File: config.mk
export PLATFORM = sky130hd
export DESIGN_NAME = ring_osc_meter_flat
export DESIGN_NICKNAME = d
export VERILOG_FILES = /design/src/rtl/ring_meas_pkg.sv /design/src/rtl/ring_osc_meter_if.sv /design/src/rtl/sync_ff_chain.sv /design/src/rtl/ring_osc_meter.sv /design/src/flat_wrapper.sv
export SDC_FILE = /design/constraint.sdc
export NUM_CORES = 1
export LEC_CHECK = 0
export ABC_AREA = 1
export BUFFER_PORTS_ARGS = -buffer_cell sky130_fd_sc_hd__buf_2
export CORE_MARGIN = 4
export CORE_UTILIZATION = 45
export CTS_BUF_LIST = sky130_fd_sc_hd__clkbuf_4
export CTS_CLUSTER_DIAMETER = 200
export DETAILED_ROUTE_END_ITERATION = 10
export PLACE_DENSITY = 0.7
export SYNTH_ARGS = -nofsm -noshare
export SYNTH_HDL_FRONTEND = slang
export SYNTH_HIERARCHICAL = 1
export SYNTH_SLANG_ARGS = --single-unit
File: constraint.sdc
create_clock -name clk -period 2.09 [get_ports clk]
set_input_delay 0.209 -clock clk [delete_from_list [all_inputs] [get_ports clk]]
set_output_delay 0.209 -clock clk [all_outputs]
set_load 0.05 [all_outputs]
File: src/rtl/ring_meas_pkg.sv
// Shared definitions for the ring-oscillator measurement blocks:
// state encoding, default parameters and small elaboration helpers.
package ring_meas_pkg;

  typedef enum logic [1:0] {
    IDLE    = 2'd0,
    WARMUP  = 2'd1,
    MEASURE = 2'd2,
    DONE    = 2'd3
  } meas_state_t;

  localparam int DEF_SYNC_STAGES   = 2;
  localparam int DEF_SETTLE_CYCLES = 16;
  localparam int DEF_GATE_CYCLES   = 1024;
  localparam int DEF_CNT_W         = 16;

  function automatic int max_int(input int a, input int b);
    return (a > b) ? a : b;
  endfunction

endpackage

File: src/rtl/ring_osc_meter_if.sv
// Requester-side handshake of the ring oscillator meter: start/ack in,
// busy and the held result (count, ovf, count_valid) out.
interface ring_osc_meter_if #(
  parameter int CNT_W = 16
);
  // Handshake: start is honoured only while the meter is idle; count/ovf are
  // valid while count_valid=1 and are held until ack=1 is seen in that state.
  logic             start;
  logic             ack;
  logic             busy;
  logic [CNT_W-1:0] count;
  logic             ovf;
  logic             count_valid;

  modport master (
    output start,
    output ack,
    input  busy,
    input  count,
    input  ovf,
    input  count_valid
  );

  modport slave (
    input  start,
    input  ack,
    output busy,
    output count,
    output ovf,
    output count_valid
  );

endinterface

File: src/rtl/sync_ff_chain.sv
// Multi-flop synchronizer for a single asynchronous bit; output is the last
// stage. Always clocked, reset to 0.
module sync_ff_chain #(
  parameter int STAGES = 2
) (
  input  logic clk,
  input  logic rst_n,
  input  logic d,
  output logic q
);

  logic [STAGES-1:0] chain_q;
  logic [STAGES-1:0] chain_d;

  always_comb begin
    chain_d = {chain_q[STAGES-2:0], d};
  end

  always_ff @(posedge clk or negedge rst_n) begin
    if (!rst_n) begin
      chain_q <= '0;
    end else begin
      chain_q <= chain_d;
    end
  end

  assign q = chain_q[STAGES-1];

endmodule

File: src/rtl/ring_osc_meter.sv
// Ring oscillator controller: enables the oscillator, lets it settle, counts
// its synchronized rising edges over a fixed clk window, and holds the result.
module ring_osc_meter
  import ring_meas_pkg::*;
#(
  parameter int SYNC_STAGES   = DEF_SYNC_STAGES,
  parameter int SETTLE_CYCLES = DEF_SETTLE_CYCLES,
  parameter int GATE_CYCLES   = DEF_GATE_CYCLES,
  parameter int CNT_W         = DEF_CNT_W
) (
  input  logic              clk,
  input  logic              rst_n,
  input  logic              osc_in,
  output logic              osc_en,
  output meas_state_t       state_dbg,
  ring_osc_meter_if.slave   bus
);

  localparam int TMR_W = $clog2(max_int(SETTLE_CYCLES, GATE_CYCLES)) + 1;
  localparam logic [TMR_W-1:0] SETTLE_LOAD = TMR_W'(SETTLE_CYCLES - 1);
  localparam logic [TMR_W-1:0] GATE_LOAD   = TMR_W'(GATE_CYCLES - 1);
  localparam logic [CNT_W-1:0] CNT_MAX     = '1;

  logic osc_s;
  logic rise;

  meas_state_t      state_q,  state_d;
  logic [TMR_W-1:0] timer_q,  timer_d;
  logic [CNT_W-1:0] count_q,  count_d;
  logic             ovf_q,    ovf_d;
  logic             p_q,      p_d;
  logic             osc_en_q, osc_en_d;
  logic             busy_q,   busy_d;
  logic             valid_q,  valid_d;

  sync_ff_chain #(
    .STAGES (SYNC_STAGES)
  ) u_sync (
    .clk   (clk),
    .rst_n (rst_n),
    .d     (osc_in),
    .q     (osc_s)
  );

  assign rise = osc_s & ~p_q;

  always_comb begin
    state_d = state_q;
    timer_d = timer_q;
    count_d = count_q;
    ovf_d   = ovf_q;
    p_d     = osc_s;

    case (state_q)
      IDLE: begin
        if (bus.start) begin
          state_d = WARMUP;
          timer_d = SETTLE_LOAD;
          count_d = '0;
          ovf_d   = 1'b0;
        end
      end
      WARMUP: begin
        if (timer_q == '0) begin
          state_d = MEASURE;
          timer_d = GATE_LOAD;
        end else begin
          timer_d = timer_q - TMR_W'(1);
        end
      end
      MEASURE: begin
        // The final window cycle's edge is still counted before leaving.
        if (rise) begin
          if (count_q == CNT_MAX) begin
            ovf_d = 1'b1;
          end else begin
            count_d = count_q + CNT_W'(1);
          end
        end
        if (timer_q == '0) begin
          state_d = DONE;
        end else begin
          timer_d = timer_q - TMR_W'(1);
        end
      end
      DONE: begin
        if (bus.ack) begin
          state_d = IDLE;
        end
      end
      default: state_d = IDLE;
    endcase

    // Outputs are decoded from the next state so they register with it.
    osc_en_d = (state_d == WARMUP) || (state_d == MEASURE);
    busy_d   = (state_d != IDLE);
    valid_d  = (state_d == DONE);
  end

  always_ff @(posedge clk or negedge rst_n) begin
    if (!rst_n) begin
      state_q  <= IDLE;
      timer_q  <= '0;
      count_q  <= '0;
      ovf_q    <= 1'b0;
      p_q      <= 1'b0;
      osc_en_q <= 1'b0;
      busy_q   <= 1'b0;
      valid_q  <= 1'b0;
    end else begin
      state_q  <= state_d;
      timer_q  <= timer_d;
      count_q  <= count_d;
      ovf_q    <= ovf_d;
      p_q      <= p_d;
      osc_en_q <= osc_en_d;
      busy_q   <= busy_d;
      valid_q  <= valid_d;
    end
  end

  assign osc_en          = osc_en_q;
  assign state_dbg       = state_q;
  assign bus.busy        = busy_q;
  assign bus.count       = count_q;
  assign bus.ovf         = ovf_q;
  assign bus.count_valid = valid_q;

endmodule
File: src/flat_wrapper.sv
// flat-port wrapper written by rule: the top's interface ports become plain ports
module ring_osc_meter_flat import ring_meas_pkg::*;
#(
  parameter int SYNC_STAGES   = DEF_SYNC_STAGES,
  parameter int SETTLE_CYCLES = DEF_SETTLE_CYCLES,
  parameter int GATE_CYCLES   = DEF_GATE_CYCLES,
  parameter int CNT_W         = DEF_CNT_W
)
  (clk, rst_n, osc_in, osc_en, state_dbg, bus_start, bus_ack, bus_busy, bus_count, bus_ovf, bus_count_valid);
  ring_osc_meter_if #(.CNT_W(CNT_W)) bus_i ();
  input  logic clk;
  input  logic rst_n;
  input  logic osc_in;
  output logic osc_en;
  output meas_state_t state_dbg;
  input wire logic [$bits(bus_i.start)-1:0] bus_start;
  input wire logic [$bits(bus_i.ack)-1:0] bus_ack;
  output wire logic [$bits(bus_i.busy)-1:0] bus_busy;
  output wire logic [$bits(bus_i.count)-1:0] bus_count;
  output wire logic [$bits(bus_i.ovf)-1:0] bus_ovf;
  output wire logic [$bits(bus_i.count_valid)-1:0] bus_count_valid;
  assign bus_i.start = bus_start;
  assign bus_i.ack = bus_ack;
  assign bus_busy = bus_i.busy;
  assign bus_count = bus_i.count;
  assign bus_ovf = bus_i.ovf;
  assign bus_count_valid = bus_i.count_valid;
  ring_osc_meter #(.SYNC_STAGES(SYNC_STAGES), .SETTLE_CYCLES(SETTLE_CYCLES), .GATE_CYCLES(GATE_CYCLES), .CNT_W(CNT_W)) u_core (.clk(clk), .rst_n(rst_n), .osc_in(osc_in), .osc_en(osc_en), .state_dbg(state_dbg), .bus(bus_i));
endmodule
**After elaboration in Yosys (flattened, before gate mapping)**

Cells that the tools add are included.

- Flip-flop bits (word level): 36
- Bits of input ports: 5

- Add/sub/neg operators: 2
- Equality and inequality tests: 12
- Muxes and demuxes: 17
- Bitwise gates (word level): 2
- Reductions and logical operators: 9

Operator list:

| cell | number |
|---|---|
| 16-bit two-way mux | 3 |
| 11-bit two-way mux | 3 |
| 11-bit one-hot mux with 3 select lines | 1 |
| 16-bit one-hot mux with 2 select lines | 1 |
| 16-bit by 1-bit adder with 16-bit output, second input constant | 1 |
| 16-bit equality test, second input constant | 1 |
| 11-bit zero test | 1 |
| 11-bit by 1-bit subtractor with 11-bit output, second input constant | 1 |
| 2-bit equality test, second input constant | 4 |
| 2-bit two-way mux | 4 |
| 2-bit one-hot mux with 4 select lines | 1 |
| 4-bit AND reduction | 2 |
| 2-bit != test, second input constant | 3 |
| 2-bit by 1-bit equality test with 1-bit output, second input constant | 2 |
| 2-bit by 1-bit != test with 1-bit output, second input constant | 2 |
| 2-bit nonzero test | 2 |
| 1-bit two-way mux | 3 |
| 3-bit AND reduction | 1 |
| 3-bit nonzero test | 1 |
| 2-bit zero test | 1 |
| 1-bit one-hot mux with 2 select lines | 1 |
| 1-bit bitwise AND | 1 |
| 1-bit logical OR | 1 |
| 1-bit NOT | 1 |

**Depth between registers and ports, before layout**

- Depth after elaboration: 5
- Depth in mapped cells: 11

**Hierarchy**

Netlist, hierarchy kept.

By module, submodules not included:

| module | times used | cells each | area each (sq um) |
|---|---|---|---|
| ring_osc_meter | 1 | 340 | 2,369.8 |
| sync_ff_chain | 1 | 2 | 50.0 |

**Least setup slack after synthesis**

OpenSTA, ideal clock, no wires.

- Kind: register to register
- Start: register u_core.state_q[0], in the netlist u_core/state_dbg[0]
- End: register u_core.osc_en_q, in the netlist u_core/osc_en
- Library setup time: 0.126 ns
- Data arrival time: 1.946 ns
- Data required time: 1.964 ns
- Setup slack: 0.018 ns
- Stages on the path, launching flop included: 8
- Buffers on the path: 1
- Clock period less this slack: 2.072 ns
- Path through: dfrtp_1 -> inv_1 -> ha_1 -> clkbuf_1 -> a21oi_1 -> nand2_1 -> a22oi_1 -> ha_1

- Word-level cells in the longest chain between the ends: 4
- Elaborated cells on any way between the ends: 12

Ends and longest elaborated chain:

| what | RTL line | source |
|---|---|---|
| start, declared | ring_osc_meter.sv:27 | `meas_state_t state_q, state_d;` |
| start signal, assigned | ring_osc_meter.sv:111 | `state_q <= state_d;` |
| 2-bit equality test, or another cell as far along | ring_osc_meter.sv:54 | `case (state_q)` |
| 2-bit one-hot mux with 4 select lines (*) | ring_osc_meter.sv:54 |  |
| 2-bit by 1-bit equality test with 1-bit output or 2-bit equality test (tied branches) | ring_osc_meter.sv:95 | `osc_en_d = (state_d == WARMUP) \|\| (state_d == MEASURE);` |
| 1-bit logical OR (*) | ring_osc_meter.sv:95 |  |
| net u_core.osc_en_d | ring_osc_meter.sv:32 | `logic osc_en_q, osc_en_d;` |
| end signal, assigned | ring_osc_meter.sv:116 | `osc_en_q <= osc_en_d;` |
| end, declared | ring_osc_meter.sv:32 |  |

The timed path passes the listed nets; every way through them passes the cells marked *.
A chain may end at the register's enable or synchronous reset.

**Final worst setup path**

- Start: register u_core.state_q[1], in the netlist u_core/state_dbg[1]
- End: register u_core.osc_en_q, in the netlist u_core/osc_en

Same word-level chain as after synthesis.

==> metrics.txt <==
status completed; CTS Buffer Depth 2; Starting Density 0.4678; Synth Flop Type dfrtp_1; sequential area share after synthesis 0.3723; Tmin final 1.872 ns; first-pass GRT wire length 9439 µm; Synth Cell Area 2420 µm²; vias in the first global route 2039; Initial DRC Count 162; Worst Path Arrival 2.10 ns; Rows 26; Synth area leaders dfrtp_1 (37%), nand2_1 (19%), nor2_1 (7.1%); Die Y 81.33 µm; clock transition at the registers of the reported paths 0.10 ns; drt first pass iters 5; Avg Vias per Cell 4.973; # diodes 0; Post-Syn Area per Cell 7.076 µm²; HPWL after DPL 4032 µm; Synth Net Count 357; fmax 534.2 MHz; Post-DP Area 2630 µm²; most common cell after layout, fill and taps aside nand2_1; FF-to-FF Start u_core/state_dbg[1]$_DFF_PN0_; Clock Sinks 36; area delta synth->final 11.69%; ANT nets after route 0; Seq cells post-synth 36; CP Capture Type register; maximum vdd ir drop 0.3468 mV; EDFF count, synth 0; PortBufs 26; Final Cycle Share 0.8957; worst setup path start u_core/state_dbg[1]$_DFF_PN0_; pin count of the biggest net entering global routing 37; Congestion Overflow GR 0; CTS buffer count 5; synthesis warning total 6; Root Buffer clkbuf_4; final net count 391; Hold WC Path Type input pin to register; fin. max-slew vios 0; slew margin rel. 0.4478; All-Layer GR Usage 0.1817; Finished Cell Area 2703 µm²; clock insertion delay at the later pin of the skew report 0.33 ns; final wirelength 5421 µm; Final WS setup 0.2180 ns; synth unique cells 30; Gate Count Post-Synth 342; # H-tree levels 2; kind of critical path register to register; Die ar. 6615 µm²; Static Leak 1.349 nW; initial antenna violation count 0; core area 5172 µm²; Routed wire per std cell 12.15 µm; num ports 27; final hold viol count 0; Least-Margin Pin Slew 0.8283 ns; Worst EP required 2.32 ns; Yosys top cell area share 0.3723; Placer Congestion 0.8944; asr flop ratio synth 1.000; R2R setup slack 0.22 ns; CTS tree built; Residual DRC 0; pre-CTS WS 0.1874 ns; Pwr Density 540.7 nW/µm²; clk_skew 0.007443 ns; die width 81.33 µm; Setup TNS 0 ns; commonest non-fill, non-tap cells in the layout nand2_1 (120), nor2_1 (45), inv_1 (36), dfrtp_1 (36), buf_2 (26); number of max-cap violations 0; final setup fails 0; fraction of layout cells with a size suffix above 1 0.1622; Critical Path Source Type register; Synth area leader dfrtp_1; crit path max fanout 7; RSZ-0062 raised after global routing false; hold_sp bus_start; Via Count 2218
[cell type report]
| type | instances | area [µm²] |
|---|---|---|
| inverter | 41 | 158.9 |
| multi-input combinational | 261 | 1333 |
| timing repair buffer | 31 | 172.7 |
| sequential | 36 | 900.9 |
| tap | 70 | 87.58 |
| clock inverter | 1 | 5.005 |
| fill | 514 | 2470 |
| clock buffer | 6 | 45.04 |
[critical path, stage by stage, from the launching register on]
cell and delay, ns:
dfrtp_1 0.47, inv_1 0.10, ha_1 0.28, inv_1 0.18, nand2_1 0.07, a21oi_1 0.12, nand2_1 0.08, a22oi_1 0.20
ha_1 0.27
[state kept, by name, summed over array words and instances, names as in the netlist]
| name | flops |
|---|---|
| u_core/bus.busy | 1 |
| u_core/bus.count | 16 |
| u_core/bus.count_valid | 1 |
| u_core/bus.ovf | 1 |
| u_core/osc_en | 1 |
| u_core/p_q | 1 |
| u_core/state_dbg | 2 |
| u_core/timer_q | 11 |
| u_core/u_sync/chain_q | 2 |
[logic make-up after synthesis]
logic type                 share of synthesized area
xor gates and xnor gates                     0.03258
buffers and inverters                        0.07808
and+or+nand+nor                               0.3775
DFF                                           0.3723
adders and majority gates                    0.05171
AOI/OAI and AO/OA                            0.08790
[repair_timing]
item,4_1_cts,5_1_grt
setup buffers,0,0
hold buffers,2,0
endpoints found under the hold margin,37,0
setup endpoints to repair,0,3
gates resized for setup,0,3
[path summary, 6_finish.rpt]
check                      cells past startpoint                            endpoint
max in group asynchronous                      2    u_core/bus.count[12]$_DFFE_PN0P_
setup / recovery                               8             u_core/osc_en$_DFF_PN0_
hold / removal                                 5       u_core/state_dbg[0]$_DFF_PN0_
min in group asynchronous                      2       u_core/timer_q[6]$_DFFE_PN0P_
hold reg to reg                                0  u_core/u_sync/chain_q[1]$_DFF_PN0_
setup reg to reg                               8             u_core/osc_en$_DFF_PN0_
[where the power goes]
group	internal [W]	leakage, nW	total (W)	switching [W]
clock	0.000137	0.0315	0.000364	0.000226
sequential	0.000733	0.439	0.000787	0.0000541
combinational	0.0000824	0.878	0.000311	0.000229
total	0.000952	1.35	0.00146	0.000509
[cells in the mapped netlist, types with 2 or more instances]
master / number
a22oi_1: 2
nor3_1: 3
inv_1: 37
nand2_1: 120
dfrtp_1: 36
nand3_1: 21
inv_2: 3
o21ai_2: 5
o21bai_1: 2
nor2_1: 46
nand3b_1: 2
ha_1: 10
xor2_1: 8
nor2_4: 3
nand4_1: 3
nor2_2: 3
o21ai_1: 7
clkbuf_1: 2
nand2_4: 3
buf_6: 2
o21ai_0: 12
a21oi_1: 4
[layer usage]
metal / wire, µm / part of all wire / GRT usage / up-vias
li1: - / - / - / 1137
met1: 2582 / 0.48 / 0.2611 / 1012
met4: 59 / 0.011 / 0.05743 / 0
met2: 2440 / 0.45 / 0.2777 / 61
met5: 0 / 0 / 0 / -
met3: 338 / 0.062 / 0.02993 / 8
[per-stage QoR]
stage / utilization / total power [W] / hold slack [ns] / instances
2_1_floorplan: - / 0.001026 / -0.08659 / 342
3_3_place_gp: 0.5085 / 0.001104 / 0.3194 / 437
3_5_place_dp: 0.5085 / 0.001110 / 0.3184 / 437
4_1_cts: 0.5220 / 0.001488 / 0.3108 / 446
5_1_grt: 0.5225 / 0.001555 / 0.3163 / 446
6_report: 0.5225 / 0.001461 / 0.2806 / 446
Power figures use the tool's default switching activity.
